$ cat config.mk
export PLATFORM = sky130hd
export DESIGN_NAME = snd_req_queue
export DESIGN_NICKNAME = d
export VERILOG_FILES = /design/src/rtl/snd_req_queue.sv
export SDC_FILE = /design/constraint.sdc
export NUM_CORES = 1
export LEC_CHECK = 0
export CAP_MARGIN = 25
export CORE_AREA = 2 2 73 75
export CTS_CLUSTER_DIAMETER = 30
export CTS_CLUSTER_SIZE = 12
export DETAILED_ROUTE_END_ITERATION = 8
export DIE_AREA = 0 0 75 77
export PLACE_DENSITY = 0.92
export SLEW_MARGIN = 10
export SYNTH_ARGS = -nofsm -noshare
export SYNTH_HDL_FRONTEND = slang
export SYNTH_SLANG_ARGS = --single-unit
export TNS_END_PERCENT = 30
$ cat constraint.sdc
create_clock -name clk -period 7.4 [get_ports clk]
set_input_delay 1.48 -clock clk [delete_from_list [all_inputs] [get_ports clk]]
set_output_delay 1.48 -clock clk [all_outputs]
set_load 0.03 [all_outputs]
$ cat src/rtl/snd_req_queue.sv
// Sound-request front end: FIFO of main-CPU sound numbers offered one at a time
// on a command latch with an NMI handshake, plus a programmable periodic IRQ.
module snd_req_queue #(
  parameter int CMD_W       = 8,
  parameter int FIFO_AW     = 2,
  parameter int TICK_PERIOD = 16667
) (
  input  logic               clk,
  input  logic               reset_n,
  input  logic [CMD_W-1:0]   sndno,
  input  logic               sndstart,
  input  logic               com_rd,
  output logic [CMD_W-1:0]   comlatch,
  output logic               cpu_nmi,
  input  logic               cpu_nmia,
  output logic               cpu_irq,
  input  logic               cpu_irqa,
  input  logic               tick_en,
  output logic [FIFO_AW:0]   fifo_cnt,
  output logic               cmd_ovf,
  output logic               irq_ovr,
  input  logic               ovf_clr
);

  localparam int DEPTH = 1 << FIFO_AW;
  localparam int CNT_W = $clog2(TICK_PERIOD);
  localparam logic [FIFO_AW:0] C_FULL      = DEPTH[FIFO_AW:0];
  localparam logic [FIFO_AW:0] C_CNT_ONE   = (FIFO_AW+1)'(1);
  localparam logic [FIFO_AW:0] C_CNT_ZERO  = (FIFO_AW+1)'(0);
  localparam logic [FIFO_AW-1:0] C_PTR_ONE = FIFO_AW'(1);
  localparam logic [CNT_W-1:0] C_TICK_LAST = CNT_W'(TICK_PERIOD - 1);
  localparam logic [CNT_W-1:0] C_T_ONE     = CNT_W'(1);
  localparam logic [CNT_W-1:0] C_T_ZERO    = CNT_W'(0);

  typedef enum logic [1:0] {
    ST_IDLE = 2'd0,
    ST_PEND = 2'd1,
    ST_WAIT = 2'd2
  } state_t;

  state_t               r_state, w_state_nxt;
  logic                 r_prev;
  logic [CMD_W-1:0]     r_mem [DEPTH];
  logic [FIFO_AW-1:0]   r_wr_ptr, r_rd_ptr;
  logic [FIFO_AW:0]     r_cnt;
  logic [CMD_W-1:0]     r_latch, w_latch_nxt;
  logic                 r_nmi, w_nmi_nxt;
  logic [CNT_W-1:0]     r_tcnt;
  logic                 r_irq, r_ovr, r_ovf;
  logic                 w_push, w_pop, w_full, w_accept, w_drop, w_tick;

  assign w_push   = sndstart & ~r_prev;
  assign w_full   = (r_cnt == C_FULL);
  assign w_pop    = (r_state == ST_IDLE) && (r_cnt != C_CNT_ZERO);
  // A pop frees a slot on the same edge, so a full FIFO still accepts then.
  assign w_accept = w_push && (!w_full || w_pop);
  assign w_drop   = w_push && w_full && !w_pop;
  assign w_tick   = tick_en && (r_tcnt == C_TICK_LAST);

  // Request edge detect, FIFO pointers and occupancy
  always_ff @(posedge clk or negedge reset_n) begin
    if (!reset_n) begin
      r_prev   <= 1'b0;
      r_wr_ptr <= '0;
      r_rd_ptr <= '0;
      r_cnt    <= '0;
    end else begin
      r_prev <= sndstart;
      if (w_accept) r_wr_ptr <= r_wr_ptr + C_PTR_ONE;
      if (w_pop)    r_rd_ptr <= r_rd_ptr + C_PTR_ONE;
      case ({w_accept, w_pop})
        2'b10:   r_cnt <= r_cnt + C_CNT_ONE;
        2'b01:   r_cnt <= r_cnt - C_CNT_ONE;
        default: r_cnt <= r_cnt;
      endcase
    end
  end

  // FIFO storage, no reset needed since occupancy gates every read
  always_ff @(posedge clk) begin
    if (w_accept) r_mem[r_wr_ptr] <= sndno;
  end

  // NMI handshake next-state and latch/NMI next values
  always_comb begin
    w_state_nxt = r_state;
    w_latch_nxt = r_latch;
    w_nmi_nxt   = r_nmi;
    case (r_state)
      ST_IDLE: begin
        if (w_pop) begin
          w_latch_nxt = r_mem[r_rd_ptr];
          w_nmi_nxt   = 1'b1;
          w_state_nxt = ST_PEND;
        end else begin
          w_state_nxt = ST_IDLE;
        end
      end
      ST_PEND: begin
        if (cpu_nmia) begin
          w_nmi_nxt   = 1'b0;
          w_state_nxt = ST_WAIT;
        end else begin
          w_state_nxt = ST_PEND;
        end
      end
      ST_WAIT: begin
        if (com_rd) begin
          w_state_nxt = ST_IDLE;
        end else begin
          w_state_nxt = ST_WAIT;
        end
      end
      default: begin
        w_state_nxt = ST_IDLE;
        w_nmi_nxt   = 1'b0;
      end
    endcase
  end

  // NMI handshake state register
  always_ff @(posedge clk or negedge reset_n) begin
    if (!reset_n) begin
      r_state <= ST_IDLE;
      r_latch <= '0;
      r_nmi   <= 1'b0;
    end else begin
      r_state <= w_state_nxt;
      r_latch <= w_latch_nxt;
      r_nmi   <= w_nmi_nxt;
    end
  end

  // Periodic IRQ timer; a tick beats a simultaneous acknowledge
  always_ff @(posedge clk or negedge reset_n) begin
    if (!reset_n) begin
      r_tcnt <= '0;
      r_irq  <= 1'b0;
    end else begin
      if (!tick_en)    r_tcnt <= C_T_ZERO;
      else if (w_tick) r_tcnt <= C_T_ZERO;
      else             r_tcnt <= r_tcnt + C_T_ONE;
      if (w_tick)        r_irq <= 1'b1;
      else if (cpu_irqa) r_irq <= 1'b0;
      else               r_irq <= r_irq;
    end
  end

  // Sticky error flags; setting wins over a same-cycle clear
  always_ff @(posedge clk or negedge reset_n) begin
    if (!reset_n) begin
      r_ovf <= 1'b0;
      r_ovr <= 1'b0;
    end else begin
      if (w_drop)       r_ovf <= 1'b1;
      else if (ovf_clr) r_ovf <= 1'b0;
      else              r_ovf <= r_ovf;
      if (w_tick && r_irq) r_ovr <= 1'b1;
      else if (ovf_clr)    r_ovr <= 1'b0;
      else                 r_ovr <= r_ovr;
    end
  end

  assign comlatch = r_latch;
  assign cpu_nmi  = r_nmi;
  assign cpu_irq  = r_irq;
  assign fifo_cnt = r_cnt;
  assign cmd_ovf  = r_ovf;
  assign irq_ovr  = r_ovr;

endmodule

* Word level (Yosys, flattened, before mapping)
Memory sizes are Yosys's and may differ from the RTL's. A register that Yosys moved wholly into a read port is not among the register bits.
Index checks and enable logic that the tools add are counted.
** Operators by class
- Add/subtract/negate cells :: 5
- Eq/ne operators :: 8
- Muxes and demuxes :: 17
- Bitwise logic cells :: 3
- Reduce and logical (&&, ||, !) cells :: 18
** Operators by type and width (number)
- two-way mux 15 bit :: 2
- adder 15 x 1 -> 15 bit (second input constant) :: 1
- equality test 15 bit (second input constant) :: 1
- two-way mux 1 bit :: 10
- nonzero test 2 bit :: 4
- logical AND 1 bit :: 6
- one-hot mux 2 bit (3 select lines) :: 1
- one-hot mux 3 bit (2 select lines) :: 1
- adder 2 x 1 -> 2 bit (second input constant) :: 2
- equality test 2 x 1 -> 1 bit (second input constant) :: 2
- equality test 2 bit (second input constant) :: 2
- two-way mux 2 bit :: 2
- != test 2 bit (second input constant) :: 2
- adder 3 x 1 -> 3 bit (second input constant) :: 1
- equality test 3 bit (second input constant) :: 1
- logical NOT 1 bit :: 3
- one-hot mux 1 bit (3 select lines) :: 1
- AND reduction 3 bit :: 1
- nonzero test 3 bit :: 1
- subtractor 3 x 1 -> 3 bit (second input constant) :: 1
- logical NOT 2 bit :: 1
- inverter 1 bit :: 2
- AND reduction 2 bit :: 1
- AND 1 bit :: 1
- logical OR 1 bit :: 1
** Word-level totals
- Register bits after elaboration :: 29
- RAM bits :: 32
- Output and inout bits :: 15
- Memories kept :: 1
** Memory list
- r_mem :: words 4, bits a word 8, read ports 1, clocked after memory_dff 1, wr ports 1, RTL line 43 : logic [CMD_W-1:0] r_mem [DEPTH];

* Depth between registers and ports, before layout
Gate-level depths: netlist of run 1.
- Depth in word-level cells :: 6
- Depth in mapped cells :: 10
- Depth with buffers taken out :: 8

* Worst setup path after synthesis of run 1
OpenSTA, ideal clock, no wires.
- Path type :: input -> register
- Start :: input sndstart
- End :: register r_cnt[2] (netlist: fifo_cnt[2])
- Library setup time :: 0.142 ns
- Arrival time :: 2.905 ns
- Setup slack :: 4.353 ns
- Stages on the path :: 8
- Path buffers :: 1
- Path through :: nand2b_1 > clkbuf_1 > nand2_1 > fa_1 > nor3b_1 > a22oi_1 > a22oi_1 > o21ai_0
** Between the ends
- Longest elaborated chain between the ends :: 4
** Ends and longest elaborated chain
- from (decl) :: RTL line 11 : input logic sndstart,
- AND 1 bit * :: RTL line 52 : assign w_push = sndstart & ~r_prev;
- logical AND 1 bit * :: RTL line 56 : assign w_accept = w_push && (!w_full || w_pop);
- equality test 2 x 1 -> 1 bit or equality test 2 bit (tied branches) :: RTL line 71 : case ({w_accept, w_pop})
- one-hot mux 3 bit (2 select lines) or nonzero test 2 bit (tied branches)
- to (signal assigned) :: RTL line 72 : 2'b10: r_cnt <= r_cnt + C_CNT_ONE;
- to (signal assigned) :: RTL line 73 : 2'b01: r_cnt <= r_cnt - C_CNT_ONE;
- to (signal assigned) :: RTL line 74 : default: r_cnt <= r_cnt;
- to (decl) :: RTL line 45 : logic [FIFO_AW:0] r_cnt;
Mark *: on every way between the ends. The rest lies on a longest branch, timed or not.
A chain may end at the register's enable or synchronous reset.

* Worst setup path after layout of run 1
Same ends and word-level chain as after synthesis.

==> summary.md, run 1 <==
| Metric | Value |
|---|---|
| Status | `finished clean` |
| Final setup TNS | `0 ps` |
| # rows | `26` |
| Die area | `0.005775 sq mm` |
| Root Driver | `clkbuf_8` |
| Total GRT Usage | `0.2026` |
| Die Span X | `75 um` |
| Gr busiest metal | `met2` |
| Clk_skew | `12.37 ps` |
| Worst-Margin Slew | `804.7 ps` |
| DP Area | `0.003286 sq mm` |
| CP Data Arrival Time | `3500 ps` |
| Post-synthesis average cell area | `14.12 sq um` |
| Initial antenna violation count | `0` |
| DRT iter0 DRCs | `121` |
| Share of cells above drive strength 1 | `0.1526` |
| Post-synthesis cell count | `208` |
| Htree depth | `3` |
| Vias in the first global route | `1,789` |
| Most common cell after layout, fill and taps aside | `dfrtp_1` |
| Worst-case clock buffer depth | `2` |
| Pwr dens | `357.1 mW/mm^2` |
| Synthesis-stage register bit count | `69` |
| LEAKAGE | `1.307 nW` |
| Diode count | `0` |
| Cts bufs inserted | `9` |
| CTS Hold Bufs | `0` |
| Fin util | `0.6976` |
| Endpoints failing setup | `0` |
| First-pass GRT wire length | `8.487 mm` |
| Peak VDD IR | `217.5 uV` |
| Worst setup EP type | `register` |
| Clk pin slew, worst setup/hold paths | `80 ps` |
| M2 GR Usage | `0.3088` |
| Yosys warning count | `0` |
| Largest area contributor in the synthesized netlist | `edfxtp_1` |
| Final nets | `267` |
| Initial Util | `0.5902` |
| Layout area overhead | `18.19%` |
| CTS tree | `done` |
| I/O Pins | `31` |
| Antenna Nets Post-Route | `0` |
| Post-synthesis sequential area ratio | `0.6422` |
| Dpl hpwl | `3.545 mm` |
| RSZ-0062 raised after global routing | `false` |
| Number of synthesized flops with an enable pin | `32` |
| Area contributors post-synth | `edfxtp_1 (33%), dfrtp_1 (32%), mux4_2 (6.1%), xnor2_1 (4.2%), mux2_2 (3.1%)` |
| Drt drc | `0` |
| Hold crit path type | `reg2reg` |
| Fmax | `0.3050 GHz` |
| Initial DRT Pass Iterations | `4` |
| Setup CP Type | `in2reg` |
| Top cell type's share of synthesized area | `0.3271` |
| Via count | `1,725` |
| CP Max Fanout | `9` |
| Clock sinks | `69` |
| Number of setup buffers added after CTS | `0` |
| Most frequent cells in the layout | `dfrtp_1 (37), edfxtp_1 (32), clkdlybuf4s50_1 (29)` |
| Total grt overflow | `0` |
| Grt met1 use | `0.2672` |
| Drt total wl | `5.001 mm` |
| Finished Layout Cells | `319` |
| Global-route track usage on met3 | `0.07227` |
| Placed cells | `302` |
| Port Buf Inserts | `30` |
| Quantity of gates resized following cts | `0` |
| Max cap viols | `0` |
| Largest net degree at the start of global routing | `38` |
| Clk_lat worst skew | `340 ps` |
| Post-synth ARST share | `0.5362` |
| Pre-CTS setup slack | `3772 ps` |
| Crit start category | `input port` |
| Synth Net Count | `231` |
| Final setup margin | `4121 ps` |
| Die Ht | `77 um` |
| WP data required | `7620 ps` |
| Final Hold Vio Count | `0` |
| Final min period | `3279 ps` |
| Final period utilization | `0.4431` |
| Main synth FF type | `dfrtp_1` |
| Final Slew Violations | `0` |
| Yosys cell types | `41` |
| WL/cell | `15.68 um` |
| Core area | `0.004977 sq mm` |
| Vias/cell | `5.408` |
| Final Cell Area | `0.003472 sq mm` |
| GPL Wtd Cong | `0.8336` |
| Slew HR | `0.4635` |
| Syn Std Cell Area | `0.002938 sq mm` |
-- per-layer routing --
layer | share of wire | up-vias
li1 | - | 826
met4 | 0.011 | 0
met3 | 0.041 | 6
met2 | 0.51 | 42
met1 | 0.44 | 851
met5 | 0 | -
-- metrics by stage --
stage / hold slack, ps / total power [W]
2_1_floorplan: 448.3 / 0.0008296
3_5_place_dp: 469.2 / 0.0009696
6_report: 484.0 / 0.001240
4_1_cts: 491.2 / 0.001249
3_3_place_gp: 464.6 / 0.0009457
5_1_grt: 518.9 / 0.001318
-- flip-flops by register name (all words and copies together) (netlist names) --
register / flops
irq_ovr: 1
r_rd_ptr: 2
cpu_irq: 1
r_state: 2
r_mem: 32
cpu_nmi: 1
cmd_ovf: 1
r_prev: 1
r_wr_ptr: 2
comlatch: 8
fifo_cnt: 3
r_tcnt: 15
-- final timing paths --
| path | startpoint | slack, ps | endpoint | cells after the start |
|---|---|---|---|---|
| min reg2reg | cpu_nmi | 480 | cpu_nmi | 1 |
| min in group asynchronous | reset_n | 1220 | cpu_irq | 1 |
| max in group asynchronous | reset_n | 5660 | comlatch[3] | 1 |
| min | cpu_nmi | 480 | cpu_nmi | 1 |
| max reg2reg | r_state[0] | 4600 | fifo_cnt[2] | 8 |
| max | sndstart | 4120 | fifo_cnt[2] | 8 |
-- layout make-up --
cell class / instances / area (sq um)
timing repair buffer: 31 / 302.8
clock inverter: 7 / 55.05
inverter: 12 / 45.04
fill: 339 / 1505
sequential: 69 / 1887
multi-input combinational: 121 / 970.9
tap: 70 / 87.58
clock buffer: 9 / 123.9
-- cell families (layout without fill, tap and decap cells) --
group | after synthesis | count (layout) | synth area share
buffers and inverters | 18 | 59 | 0.02725
XOR/XNOR | 18 | 18 | 0.05366
adder cells (fa/ha/maj) | 7 | 7 | 0.03237
AND/OR/NAND/NOR | 62 | 62 | 0.1116
AO/OA/AOI/OAI | 18 | 18 | 0.04088
multiplexers | 16 | 16 | 0.09199
flip-flops | 69 | 69 | 0.6422
-- where the power goes --
part / internal (W) / switching, W / total (W) / leakage [nW]
clock network: 0.000126 / 0.000149 / 0.000275 / 0.0915
logic: 0.000206 / 0.000209 / 0.000415 / 0.451
registers: 0.000477 / 0.0000727 / 0.000549 / 0.765
total: 0.000809 / 0.000431 / 0.00124 / 1.31
-- cell usage after synthesis, types with 2 or more instances --
library cell	count
nor2_1	20
nand4_1	2
o21ai_0	5
clkbuf_1	3
nor3b_1	2
edfxtp_1	32
nand2_1	10
a21o_1	2
a22oi_1	3
nand2b_1	2
and2_1	4
dfrtp_1	37
mux2_2	8
o22ai_1	2
mux4_2	8
nor4_1	3
ha_1	6
nor3_1	5
nand3_1	5
inv_1	12
xor2_1	4
xnor2_1	14
-- critical path, cell delays in order --
cell,delay (ps)
clkdlybuf4s50_1,450
nand2b_1,290
nand2_1,120
fa_1,400
nor3b_1,350
a22oi_1,160
a22oi_1,140
o21ai_0,100
No activity file was read; power rests on OpenSTA's default activity.
==> inputs of run 2 (changes only) <==
--- a/config.mk
+++ b/config.mk
@@ -6,12 +6,12 @@
 export NUM_CORES = 1
 export LEC_CHECK = 0
 export CAP_MARGIN = 25
-export CORE_AREA = 2 2 73 75
+export CORE_AREA = 2 2 76 78
 export CTS_CLUSTER_DIAMETER = 30
 export CTS_CLUSTER_SIZE = 12
 export DETAILED_ROUTE_END_ITERATION = 8
-export DIE_AREA = 0 0 75 77
-export PLACE_DENSITY = 0.92
+export DIE_AREA = 0 0 78 80
+export PLACE_DENSITY = 0.86
 export SLEW_MARGIN = 10
 export SYNTH_ARGS = -nofsm -noshare
 export SYNTH_HDL_FRONTEND = slang
==> constraint.sdc (replaced) <==
create_clock -name clk -period 3.2 [get_ports clk]
set_input_delay 0.64 -clock clk [delete_from_list [all_inputs] [get_ports clk]]
set_output_delay 0.64 -clock clk [all_outputs]
set_load 0.03 [all_outputs]
==> run 2 against run 1 <==
Via count up 1.3%. Setup slack worse by 3400 ps. Flip-flop and latch count unchanged. Critical path type is now reg2reg. Critical endpoint unchanged. Combinational power up 130%. Sequential share of layout area down 0.71 points. Hold slack worse by 110 ps.
==> summary.md, run 2 (synthesis results as in run 1) <==
| Metric | Value |
|---|---|
| Root Driver | `clkbuf_8` |
| Port Buf Inserts | `30` |
| Crit-path cells | `or2_2, nor2_1, buf_4, nand2_1, fa_1, nor3b_1, a22oi_1, a22oi_1, o21ai_0` |
| Status | `finished clean` |
| CP Data Arrival Time | `2720 ps` |
| Most frequent cells in the layout | `dfrtp_1 (37), edfxtp_1 (32), clkdlybuf4s50_1 (29)` |
| WL/cell | `16.61 um` |
| DRT iter0 DRCs | `156` |
| WP data required | `3410 ps` |
| Final setup TNS | `0 ps` |
| Number of flip-flops in the largest register | `32` |
| Largest Register | `r_mem` |
| Final min period | `2504 ps` |
| Clk pin slew, worst setup/hold paths | `70 ps` |
| Pwr dens | `856.8 mW/mm^2` |
| Endpoints failing setup | `0` |
| Die Ht | `80 um` |
| Sequential Power Share | `0.425` |
| Cell repeated most along the worst path | `a22oi_1` |
| Cts bufs inserted | `9` |
| Drt drc | `0` |
| Drt total wl | `5.331 mm` |
| Initial antenna violation count | `0` |
| Final period utilization | `0.7826` |
| Tot Pwr | `0.003014 W` |
| Htree depth | `3` |
| Slowest stage delay, CP | `440 ps` |
| Antenna Nets Post-Route | `0` |
| DP Area | `0.003296 sq mm` |
| P_sw | `0.0009951 W` |
| Final Hold Vio Count | `0` |
| Worst R2R Start | `r_state[0]` |
| RSZ-0062 raised after global routing | `false` |
| Worst setup EP type | `register` |
| Clock power frac | `0.258` |
| Clk_skew | `10.64 ps` |
| Worst-case clock buffer depth | `2` |
| Worst Path Buf+Inv | `1` |
| Gate power share | `0.317` |
| Initial Util | `0.5435` |
| Total grt overflow | `0` |
| Most common cell after layout, fill and taps aside | `dfrtp_1` |
| Clk_lat worst skew | `350 ps` |
| Layout area overhead | `19.76%` |
| I/O Pins | `31` |
| Vias in the first global route | `1,764` |
| Slew HR | `0.4749` |
| Setup CP Type | `reg2reg` |
| LEAKAGE | `1.327 nW` |
| CP delay by family, top | `simple AND/OR/NAND/NOR gates` |
| Final Cell Area | `0.003518 sq mm` |
| P_int | `0.002019 W` |
| Quantity of gates resized following cts | `0` |
| Worst-Margin Slew | `787.7 ps` |
| CP Max Fanout | `13` |
| Die Span X | `78 um` |
| Fillers | `378` |
| # rows | `27` |
| GPL Wtd Cong | `0.8369` |
| FF-to-FF End | `fifo_cnt[2]` |
| Fmax | `0.3993 GHz` |
| Largest net degree at the start of global routing | `38` |
| Final Slew Violations | `0` |
| Core area | `0.005405 sq mm` |
| Sw frac | `0.3301` |
| Via count | `1,747` |
| Vias/cell | `5.442` |
| Worst reg2reg setup slack | `700 ps` |
| Dpl hpwl | `3.650 mm` |
| CTS Hold Bufs | `0` |
| Die area | `0.006240 sq mm` |
| Crit start category | `register` |
| Register-to-Register Path Depth | `9` |
| Max cap viols | `0` |
| Initial DRT Pass Iterations | `4` |
| Number of setup buffers added after CTS | `0` |
| Clock sinks | `69` |
| CTS tree | `done` |
| Hold crit path type | `in2async` |
| CP max-delay cell | `dfrtp_1` |
| Diode count | `0` |
| First-pass GRT wire length | `8.811 mm` |
| Total GRT Usage | `0.1944` |
| Peak VDD IR | `412.2 uV` |
| Final nets | `267` |
| Share of cells above drive strength 1 | `0.1486` |
## run 2: per-stage QoR
stage | std cells | utilization | setup slack, ps | hold WS (ps)
6_report | 321 | 0.6509 | 695.5 | 373.3
5_1_grt | 321 | 0.6509 | 472.1 | 423.6
2_1_floorplan | 208 | - | 630.8 | 344.4
3_5_place_dp | 305 | 0.6097 | 433.8 | 466.7
4_1_cts | 321 | 0.6509 | 692.1 | 394.5
3_3_place_gp | 305 | 0.6097 | 537.0 | 460.3
## run 2: worst max-delay path by stage
stage,from,end,cells after the start
after floorplan,r_state[0],fifo_cnt[2],10
after global placement,sndstart,fifo_cnt[2],8
after detailed placement,sndstart,fifo_cnt[2],8
after CTS,r_state[0],fifo_cnt[2],9
after global routing,r_state[0],fifo_cnt[2],9
final,r_state[0],fifo_cnt[2],9
## run 2: cell type report
cell class,count,area (sq um),area share
Multi-Input combinational cell,121,970.9,0.2760
Tap cell,72,90.09,0.02560
Sequential cell,69,1887,0.5363
Clock buffer,9,123.9,0.03521
Inverter,12,45.04,0.01280
Clock inverter,7,98.84,0.02809
Timing Repair Buffer,31,302.8,0.08606
## run 2: worst register-to-register path: cells and delay by family, from the launching register on
kind            cells  cell delay [ps]
flops               1              440
fa+ha+maj           1              390
simple gates        4              930
buf+inv             1              220
compound gates      3              400
## run 2: power groups by stage
stage	sequential, W	clock (W)	combinational, W
2_1_floorplan	0.00136	0	0.000556
3_3_place_gp	0.00128	0	0.000918
3_5_place_dp	0.00130	0	0.000953
4_1_cts	0.00128	0.000789	0.000963
5_1_grt	0.00131	0.000831	0.00104
6_report	0.00128	0.000778	0.000954
## run 2: routing by layer
metal | track usage | up-vias | share of wire | wire length, um
li1 | - | 822 | - | -
met1 | 0.2494 | 866 | 0.45 | 2388
met2 | 0.3026 | 51 | 0.49 | 2593
met3 | 0.06222 | 8 | 0.049 | 260
met4 | 0.09123 | 0 | 0.017 | 89
met5 | 0 | - | 0 | 0
